## src/rtl/picomem_dma_pkg.sv

```systemverilog
// rtl/picomem_dma_pkg.sv - register offsets, CTRL bit positions and FSM encoding for picomem_dma
package picomem_dma_pkg;

  localparam logic [3:0] REG_SRC  = 4'h0;
  localparam logic [3:0] REG_DST  = 4'h4;
  localparam logic [3:0] REG_LEN  = 4'h8;
  localparam logic [3:0] REG_CTRL = 4'hC;

  localparam int CTRL_START  = 0;
  localparam int CTRL_BUSY   = 1;
  localparam int CTRL_DONE   = 2;
  localparam int CTRL_IRQ_EN = 3;
  localparam int CTRL_ABORT  = 4;
  localparam int CTRL_FILL   = 5;

  typedef enum logic [1:0] {
    ST_IDLE = 2'd0,
    ST_RD   = 2'd1,
    ST_WR   = 2'd2,
    ST_NEXT = 2'd3
  } state_t;

  // Merge a write into an existing 32-bit value byte by byte.
  function automatic logic [31:0] apply_wstrb(input logic [31:0] old_val,
                                              input logic [31:0] new_val,
                                              input logic [3:0]  wstrb);
    logic [31:0] r;
    for (int i = 0; i < 4; i++) begin
      r[i*8 +: 8] = wstrb[i] ? new_val[i*8 +: 8] : old_val[i*8 +: 8];
    end
    return r;
  endfunction

endpackage

```

## src/rtl/picomem_dma_regs.sv

```systemverilog
// rtl/picomem_dma_regs.sv - cfg register file, handshake and START/ABORT/DONE pulses (option PICOMEM_DMA_FILL_EN)
module picomem_dma_regs
  import picomem_dma_pkg::*;
#(
  parameter int LEN_W = 16
) (
  input  logic             clk,
  input  logic             reset,
  input  logic             cfg_valid,
  output logic             cfg_ready,
  input  logic [3:0]       cfg_addr,
  input  logic [3:0]       cfg_wstrb,
  input  logic [31:0]      cfg_wdata,
  output logic [31:0]      cfg_rdata,
  input  logic             busy,
  input  logic             step,
  input  logic             done_set,
  input  logic             done_clr,
  output logic [31:0]      src,
  output logic [31:0]      dst,
  output logic [LEN_W-1:0] len,
  output logic             fill,
  output logic             start,
  output logic             abort_pend,
  output logic             irq
);

`ifdef PICOMEM_DMA_FILL_EN
  localparam logic [31:0] SRC_MASK = 32'hFFFF_FFFF;
`else
  localparam logic [31:0] SRC_MASK = 32'hFFFF_FFFC;
`endif
  localparam logic [31:0] DST_MASK = 32'hFFFF_FFFC;

  logic        done;
  logic        irq_en;
  logic        accept;
  logic        wr_acc;
  logic        rd_acc;
  logic        wr_ctrl;
  logic [3:0]  reg_off;
  logic [31:0] rd_val;
  logic        unused_addr_lsb;

  assign accept          = cfg_valid && !cfg_ready;
  assign wr_acc          = accept && (cfg_wstrb != 4'h0);
  assign rd_acc          = accept && (cfg_wstrb == 4'h0);
  assign reg_off         = {cfg_addr[3:2], 2'b00};
  assign wr_ctrl         = wr_acc && (reg_off == REG_CTRL) && cfg_wstrb[0];
  assign unused_addr_lsb = ^cfg_addr[1:0];

  // Read mux; BUSY comes straight from the FSM, START/ABORT always read 0
  always_comb begin
    rd_val = 32'h0;
    case (reg_off)
      REG_SRC: rd_val = src;
      REG_DST: rd_val = dst;
      REG_LEN: rd_val = 32'(len);
      default: begin
        rd_val[CTRL_BUSY]   = busy;
        rd_val[CTRL_DONE]   = done;
        rd_val[CTRL_IRQ_EN] = irq_en;
        rd_val[CTRL_FILL]   = fill;
      end
    endcase
  end

  // One-cycle cfg_ready pulse per access; rdata only meaningful with it
  always_ff @(posedge clk or posedge reset) begin
    if (reset) begin
      cfg_ready <= 1'b0;
      cfg_rdata <= 32'h0;
    end else begin
      cfg_ready <= accept;
      cfg_rdata <= rd_acc ? rd_val : 32'h0;
    end
  end

  // Address and count registers: cfg writes when idle, FSM steps while busy
  always_ff @(posedge clk or posedge reset) begin
    if (reset) begin
      src <= 32'h0;
      dst <= 32'h0;
      len <= '0;
    end else begin
      if (wr_acc && !busy && reg_off == REG_SRC)
        src <= apply_wstrb(src, cfg_wdata, cfg_wstrb) & SRC_MASK;
      else if (step && !fill)
        src <= src + 32'd4;
      if (wr_acc && !busy && reg_off == REG_DST)
        dst <= apply_wstrb(dst, cfg_wdata, cfg_wstrb) & DST_MASK;
      else if (step)
        dst <= dst + 32'd4;
      if (wr_acc && !busy && reg_off == REG_LEN)
        len <= LEN_W'(apply_wstrb(32'(len), cfg_wdata, cfg_wstrb));
      else if (step)
        len <= len - LEN_W'(1);
    end
  end

  // CTRL state: START pulse, sticky DONE (set beats clear), ABORT pending, registered irq
  always_ff @(posedge clk or posedge reset) begin
    if (reset) begin
      start      <= 1'b0;
      done       <= 1'b0;
      irq_en     <= 1'b0;
      abort_pend <= 1'b0;
      irq        <= 1'b0;
    end else begin
      start <= wr_ctrl && cfg_wdata[CTRL_START] && !busy;
      if (wr_ctrl)
        irq_en <= cfg_wdata[CTRL_IRQ_EN];
      if (done_set)
        done <= 1'b1;
      else if (done_clr || (wr_ctrl && cfg_wdata[CTRL_DONE]))
        done <= 1'b0;
      if (done_set || !busy)
        abort_pend <= 1'b0;
      else if (wr_ctrl && cfg_wdata[CTRL_ABORT])
        abort_pend <= 1'b1;
      irq <= done && irq_en;
    end
  end

`ifdef PICOMEM_DMA_FILL_EN
  // FILL is a mode bit, only changeable between transfers
  always_ff @(posedge clk or posedge reset) begin
    if (reset)
      fill <= 1'b0;
    else if (wr_ctrl && !busy)
      fill <= cfg_wdata[CTRL_FILL];
  end
`else
  assign fill = 1'b0;
`endif

endmodule

```

## src/rtl/picomem_dma.sv

```systemverilog
// rtl/picomem_dma.sv - PicoSoC word-copy DMA engine top (option PICOMEM_DMA_FILL_EN)
module picomem_dma
  import picomem_dma_pkg::*;
#(
  parameter int LEN_W = 16
) (
  input  logic        clk,
  input  logic        reset,
  input  logic        cfg_valid,
  output logic        cfg_ready,
  input  logic [3:0]  cfg_addr,
  input  logic [3:0]  cfg_wstrb,
  input  logic [31:0] cfg_wdata,
  output logic [31:0] cfg_rdata,
  output logic        m_valid,
  input  logic        m_ready,
  output logic [31:0] m_addr,
  output logic [3:0]  m_wstrb,
  output logic [31:0] m_wdata,
  input  logic [31:0] m_rdata,
  output logic        irq
);

  state_t           state;
  state_t           state_nxt;
  logic             gap;
  logic [31:0]      data_buf;
  logic [31:0]      src;
  logic [31:0]      dst;
  logic [LEN_W-1:0] len;
  logic             fill;
  logic             start;
  logic             abort_pend;
  logic             busy;
  logic             step;
  logic             done_set;
  logic             done_clr;

  assign busy = (state != ST_IDLE);

  picomem_dma_regs #(.LEN_W(LEN_W)) u_regs (
    .clk        (clk),
    .reset      (reset),
    .cfg_valid  (cfg_valid),
    .cfg_ready  (cfg_ready),
    .cfg_addr   (cfg_addr),
    .cfg_wstrb  (cfg_wstrb),
    .cfg_wdata  (cfg_wdata),
    .cfg_rdata  (cfg_rdata),
    .busy       (busy),
    .step       (step),
    .done_set   (done_set),
    .done_clr   (done_clr),
    .src        (src),
    .dst        (dst),
    .len        (len),
    .fill       (fill),
    .start      (start),
    .abort_pend (abort_pend),
    .irq        (irq)
  );

  // State register; async reset drops m_valid immediately
  always_ff @(posedge clk or posedge reset) begin
    if (reset)
      state <= ST_IDLE;
    else
      state <= state_nxt;
  end

  // Read data buffer and the idle cycle inserted between a read beat and its write beat
  always_ff @(posedge clk or posedge reset) begin
    if (reset) begin
      gap      <= 1'b0;
      data_buf <= 32'h0;
    end else begin
      gap <= (state == ST_RD) && m_ready;
      if (state == ST_RD && m_ready)
        data_buf <= m_rdata;
    end
  end

  // Next-state and bus outputs; in FILL mode the SRC value is the write data
  always_comb begin
    state_nxt = state;
    m_valid   = 1'b0;
    m_addr    = 32'h0;
    m_wstrb   = 4'h0;
    m_wdata   = 32'h0;
    step      = 1'b0;
    done_set  = 1'b0;
    done_clr  = 1'b0;
    case (state)
      ST_IDLE: begin
        if (start) begin
          if (len != '0) begin
            done_clr  = 1'b1;
            state_nxt = fill ? ST_WR : ST_RD;
          end else begin
            done_set  = 1'b1;
          end
        end
      end
      ST_RD: begin
        m_valid = 1'b1;
        m_addr  = {src[31:2], 2'b00};
        if (m_ready)
          state_nxt = ST_WR;
      end
      ST_WR: begin
        m_valid = !gap;
        m_addr  = dst;
        m_wstrb = 4'hF;
        m_wdata = fill ? src : data_buf;
        if (m_ready && !gap)
          state_nxt = ST_NEXT;
      end
      default: begin
        step = 1'b1;
        if (len == LEN_W'(1) || abort_pend) begin
          done_set  = 1'b1;
          state_nxt = ST_IDLE;
        end else begin
          state_nxt = fill ? ST_WR : ST_RD;
        end
      end
    endcase
  end

endmodule
```

## config.mk

```make
export PLATFORM = sky130hd
export DESIGN_NAME = picomem_dma
export DESIGN_NICKNAME = d
export VERILOG_FILES = /design/src/rtl/picomem_dma_pkg.sv /design/src/rtl/picomem_dma_regs.sv /design/src/rtl/picomem_dma.sv
export SDC_FILE = /design/constraint.sdc
export NUM_CORES = 1
export LEC_CHECK = 0
export BUFFER_PORTS_ARGS = -buffer_cell sky130_fd_sc_hd__buf_2
export CORE_ASPECT_RATIO = 0.9
export CORE_MARGIN = 1
export CORE_UTILIZATION = 55
export CTS_CLUSTER_DIAMETER = 120
export DETAILED_ROUTE_END_ITERATION = 16
export PLACE_DENSITY_LB_ADDON = 0.1
export SKIP_CTS_REPAIR_TIMING = 1
export SLEW_MARGIN = 40
export SYNTH_ARGS = -nofsm -noshare
export SYNTH_HDL_FRONTEND = slang
export SYNTH_SLANG_ARGS = --single-unit
export TNS_END_PERCENT = 30
```

## constraint.sdc

```tcl
create_clock -name clk -period 12.3 [get_ports clk]
set_input_delay 1.23 -clock clk [delete_from_list [all_inputs] [get_ports clk]]
set_output_delay 1.23 -clock clk [all_outputs]
set_load 0.02 [all_outputs]
```

Yosys cells after proc, flatten, opt, wreduce, memory -nomap -nowiden
Cells that the tools add are included.
{"block": "op_classes", "addsub": 3, "eq_ne": 23, "muxes": 39, "n_reduce_logical": 43}
{"op": "$mux W32", "count": 6}
{"op": "$pmux W26 S3", "count": 1}
{"op": "$add A32 B3 Y32 const B", "count": 2}
{"op": "$pmux W32 S2", "count": 1}
{"op": "$mux W8", "count": 6}
{"op": "$mux W16", "count": 2}
{"op": "$ne A2 B2 Y1 const B", "count": 13}
{"op": "$reduce_and A2 Y1", "count": 10}
{"op": "$eq A16 B1 Y1 const B", "count": 1}
{"op": "$logic_and A1 B1 Y1", "count": 16}
{"op": "$reduce_bool A16 Y1", "count": 1}
{"op": "$sub A16 B1 Y16 const B", "count": 1}
{"op": "$mux W1", "count": 11}
{"op": "$pmux W1 S3", "count": 3}
{"op": "$pmux W3 S3", "count": 1}
{"op": "$logic_not A4 Y1", "count": 2}
{"op": "$mux W2", "count": 4}
{"op": "$ne A2 B1 Y1 const B", "count": 4}
{"op": "$eq A2 B2 Y1 const B", "count": 3}
{"op": "$pmux W2 S3", "count": 1}
{"op": "$reduce_bool A2 Y1", "count": 3}
{"op": "$eq A2 B1 Y1 const B", "count": 2}
{"op": "$mux W4", "count": 1}
{"op": "$pmux W1 S2", "count": 2}
{"op": "other kinds (7)", "count": 11}
{"block": "totals", "ff_bits": 153, "input_bits": 76, "out_inout_bits": 103, "word_cells": 130}

Longest topological paths before layout
{"block": "logic_depth", "word_depth": 9, "depth_mapped": 9, "ltp_nobuf": 7}

Modules after synthesis
Synthesis repeated with hierarchy kept, for this count alone.
{"block": "hier_totals", "hier_cells": 952, "hier_area_um2": 8834.7}
{"module": "picomem_dma_regs", "n_inst": 1, "cells_each": 697, "area_each_um2": 6273.5, "seq_area_each_um2": 2852.7}
{"module": "picomem_dma", "n_inst": 1, "cells_each": 255, "area_each_um2": 2561.2, "seq_area_each_um2": 875.8}

Worst setup path before layout
OpenSTA, ideal clock, no wires.
{"block": "synth_path", "path_kind": "register to output", "from": "register state[0]", "to": "output m_addr[13]", "arrival_ns": 1.850, "required_time_ns": 11.070, "path_slack_ns": 9.220, "path_stages_with_launch": 7, "path_buffers": 2, "cell_sequence": "dfrtp_1 inv_1 ha_1 clkbuf_1 buf_1 a22oi_1 nor2b_1"}
{"block": "synth_between", "elab_chain_len": 2, "word_cells_on_any_way": 3, "cone_classes": "eq/ne (2); mux (1)"}
{"item": "start, declared", "line": "picomem_dma.sv:24", "source": "state_t state;"}
{"item": "start signal, assigned", "line": "picomem_dma.sv:68", "source": "state <= state_nxt;"}
{"item": "$eq A2 B2 Y1 or $eq A2 B1 Y1 (tied branches)", "line": "picomem_dma.sv:93", "source": "case (state)"}
{"item": "$pmux W32 S2 (*)", "line": "picomem_dma.sv:93"}
{"item": "end, declared", "line": "picomem_dma.sv:17", "source": "output logic [31:0] m_addr,"}
Every way passes the cells marked *; elsewhere a longest branch is shown, timed or not.

Final worst setup path
{"block": "layout_path", "from": "input cfg_addr[2]", "to": "register u_regs.len[6]"}
{"block": "layout_between", "elab_chain_len": 4, "word_cells_on_any_way": 6, "cone_classes": "eq/ne (3); mux (1); reduce/logical (2)"}
{"item": "start, declared", "line": "picomem_dma.sv:11", "source": "input logic [3:0] cfg_addr,"}
{"item": "$eq A2 B2 Y1 (*)", "line": "picomem_dma_regs.sv:94", "source": "if (wr_acc && !busy && reg_off == REG_LEN)"}
{"item": "$logic_and A1 B1 Y1 (*)", "line": "picomem_dma_regs.sv:94"}
{"item": "$ne A2 B2 Y1 (no line) or $ne A2 B1 Y1 (tied branches)"}
{"item": "$reduce_and A2 Y1 (no line)"}
{"item": "end signal, assigned", "line": "picomem_dma_regs.sv:95", "source": "len <= LEN_W'(apply_wstrb(32'(len), cfg_wdata, cfg_wstrb));"}
{"item": "end signal, assigned", "line": "picomem_dma_regs.sv:97", "source": "len <= len - LEN_W'(1);"}
{"item": "end, declared", "line": "picomem_dma_regs.sv:21", "source": "output logic [LEN_W-1:0] len,"}
Marks and branches as above.
A chain may end at the register's enable or synchronous reset.

==> results.md <==
* #FFs+latches synth at 149
* R2R Setup Slk at ~9.4 ns
* Finish-stage setup viols at 0
* Hold Crit Depth at 1
* Cell row count at 42
* Core Area at 14,820 um^2
* Hold WS at 0.4968 ns
* Pint at 0.001483 W
* # diodes at 0
* Sequential fraction of the synthesis area at 0.4449
* CP Buf/Inv Count at 2
* Max cap viols at 0
* Crit path max-delay cell type: nor4bb_1
* Synth warn at 0
* CP cell instances: buf_2 > buf_4 > nor4bb_1 > nand3_1 > nor2_1 > o21ba_2 > o221a_2
* Status: finished, final reports clean
* Critical Path Stages at 7
* Crit path required time at 12.61 ns
* Die width at 132.1 um
* Clock-pin slew on the worst setup and hold paths at approximately 0.060 ns
* Die H at 119.1 um
* Clock power frac at 0.245
* CTS tree: done
* Gr usage total at 0.3109
* Setup_tns at 0 ns
* Max clock buf depth at 2
* R2R depth at 5
* Number of global-route vias before repair at 7,456
* Static Leakage at 4.548 nW
* First-pass GRT wire length at 38.55 mm
* Synth Cell Area at 8381 um^2
* Residual DRC at 0
* Kind of cell adding the most delay to the critical path: simple AND/OR/NAND/NOR gates
* Critical path arrival at 4.19 ns
* Mapped Cells at 894
* HPWL after detailed placement at 16.16 mm
* Mean Syn Cell Area at 9.374 um^2
* WL/cell at 18.84 um
* Clock buffer count from CTS at 17
* Critical path fanouts, max at 44
* Filler instances at roughly 1,200
* VDD IR max at about 0.00017 V
* Flop pwr share at 0.365
* Vias/cell at 6.270
* RSZ-0062 raised after global routing: no
* Antenna violations before repair at 0
* PnR Total Power at 0.002478 W
* Netlist cell types at 64
* Power Density at between 200 and 250 nW/um^2
* Post-DRT Antenna Nets at 0
* Share of post-route cells with drive strength above 1 at 0.2737
* Min-delay worst type: flip-flop to flip-flop
* Slowest Stage Delay on Critical Path at 0.78 ns
* CP Launch Type: input pin
* Drt initial violations at ~750
* Die ar. at 15,740 um^2
* CTS Root Cell: clkbuf_16
* Layout area overhead at 19.74%
* GPL Wtd Cong at 0.8996
* Combinational share of power at 0.390
* Setup CP Type: input pin to flip-flop
* Slew Limit Fails at 0
* Final hold violation count at 0
* Largest net degree at the start of global routing at 76
* Slew Limit Headroom at 0.4612
* Final worst path period need at 3.879 ns
* Max Freq at 0.2578 GHz
* Sw frac at 0.4016
* Most common flop cell mapped by yosys: dfrtp_1
* NumNets Final at 1,116
* Asr flop ratio synth at 1.000
* CTS Sinks at 149
* Fin crit share at 0.3154
* CP Capture Type: flip-flop
* Layout Skew at 0.01015 ns
* Worst slew pin tran at around 0.80 ns
* DR vias at 7,793
* GRT overflow at 0
* Post-synth EDFFs at 0
* Port bufs at 174
* Starting Density at 0.5655
* Final core utilization at 0.6771
* Ports at 179
* Drt total wl at 23.42 mm
* Sw Pwr at ~0.00099 W
* TritonRoute pass-1 iters at 8
* Clock latency on the worst-skew pair at 0.43 ns
* H-tree levels at 4
-- cells in the mapped netlist (5+ instances only) --
library cell,n,share of area
ha_1,8,0.012
a311oi_1,10,0.010
nor3_1,30,0.018
o221a_2,10,0.013
and4_1,8,0.0084
nor2_1,106,0.047
o22ai_1,13,0.0097
nand3_1,32,0.019
buf_1,12,0.0054
o211ai_1,16,0.014
mux2_2,34,0.046
nor2b_1,34,0.025
o21ai_0,18,0.011
a21oi_1,42,0.025
or3_1,6,0.0045
a211oi_1,18,0.016
mux2i_1,28,0.033
inv_1,20,0.0090
buf_2,11,0.0066
nand2_1,61,0.027
and3_1,17,0.013
a22oi_1,30,0.027
nand4_1,21,0.016
a32oi_1,6,0.0063
nor4_1,9,0.0067
clkbuf_1,38,0.017
and2_1,34,0.025
o311ai_0,5,0.0052
dfrtp_1,149,0.44
buf_4,5,0.0045
-- power by group through the flow --
| stage | clock network [W] | logic, W | registers, W |
|---|---|---|---|
| after floorplan | 0 | 0.000761 | 0.000813 |
| after global placement | 0 | 0.000942 | 0.000892 |
| after detailed placement | 0 | 0.000960 | 0.000900 |
| after CTS | 0.000609 | 0.000966 | 0.000896 |
| after global routing | 0.000633 | 0.00106 | 0.000933 |
| final | 0.000606 | 0.000967 | 0.000904 |
-- worst paths after layout --
check / from / to
max: cfg_addr[2] / u_regs.len[6]
max reg2reg: u_regs.cfg_ready / u_regs.len[6]
max in group asynchronous: reset / u_regs.cfg_rdata[9]
min: data_buf[8] / data_buf[8]
min in group asynchronous: reset / data_buf[10]
min reg2reg: data_buf[8] / data_buf[8]
-- routing by layer --
layer	wire length, um	GRT usage	vias to the layer above	share of wire
li1	-	-	3566	-
met1	10550	0.4375	3817	0.45
met2	10520	0.4689	364	0.45
met3	1808	0.07237	46	0.077
met4	547	0.1134	0	0.023
met5	0	0	-	0
-- registers in the layout, summed over array words and instances, names as in the netlist --
| signal | flops |
|---|---|
| data_buf | 32 |
| u_regs.cfg_rdata | 32 |
| u_regs.dst | 30 |
| u_regs.src | 30 |
| u_regs.len | 16 |
| state | 2 |
| gap | 1 |
| u_regs.abort_pend | 1 |
| u_regs.cfg_ready | 1 |
| u_regs.done | 1 |
| u_regs.irq | 1 |
| u_regs.irq_en | 1 |
| u_regs.start | 1 |
-- layout by cell type, fill, tap and decap left out, types with 8 or more instances in the layout --
cell type,Yosys,layout
buf_2,11,174
dfrtp_1,149,149
nor2_1,106,106
nand2_1,61,61
a21oi_1,42,42
mux2_2,34,34
and2_1,34,34
nor2b_1,34,33
nand3_1,32,32
a22oi_1,30,30
nor3_1,30,28
mux2i_1,28,28
nand4_1,21,21
inv_1,20,19
o21ai_0,18,18
a211oi_1,18,18
and3_1,17,17
clkbuf_16,0,17
o211ai_1,16,16
o22ai_1,13,13
o221a_2,10,10
a311oi_1,10,10
nor4_1,9,9
buf_4,5,9
and4_1,8,8
-- cell families after synthesis --
kind of cell | Yosys count | share of synthesized area
compound gates | 196 | 0.1678
simple gates | 384 | 0.2417
xor+xnor | 6 | 0.006270
other cells | 1 | 0.0004475
fa+ha+maj | 8 | 0.01194
buf+inv | 86 | 0.04240
mux | 64 | 0.08450
flops | 149 | 0.4449
-- per-stage QoR --
step           setup WS, ns  area, um^2  instances
2_1_floorplan         7.062        8384        895
3_3_place_gp          8.156        9321       1211
5_1_grt               8.301       10030       1243
3_5_place_dp          8.116        9344       1211
6_report              8.421       10030       1243
4_1_cts               8.533       10030       1243
-- worst reg2reg max path: cells and delay by family, from the launching register on --
family,cells,cell delay [ns]
AOI/OAI and AO/OA,2,0.45
DFF,1,0.42
and+or+nand+nor,3,1.98
-- final cells by class --
type / count / area, um^2 / share of cell area
clock buffers: 18 / 439.2 / 0.04377
clock inverters: 14 / 245.2 / 0.02444
inverters: 20 / 80.08 / 0.007980
multi-input cells: 660 / 4344 / 0.4329
flip-flops and latches: 149 / 3729 / 0.3716
well taps: 198 / 247.7 / 0.02469
repair buffers: 184 / 949.7 / 0.09464
No activity file was read; power rests on OpenSTA's default activity.
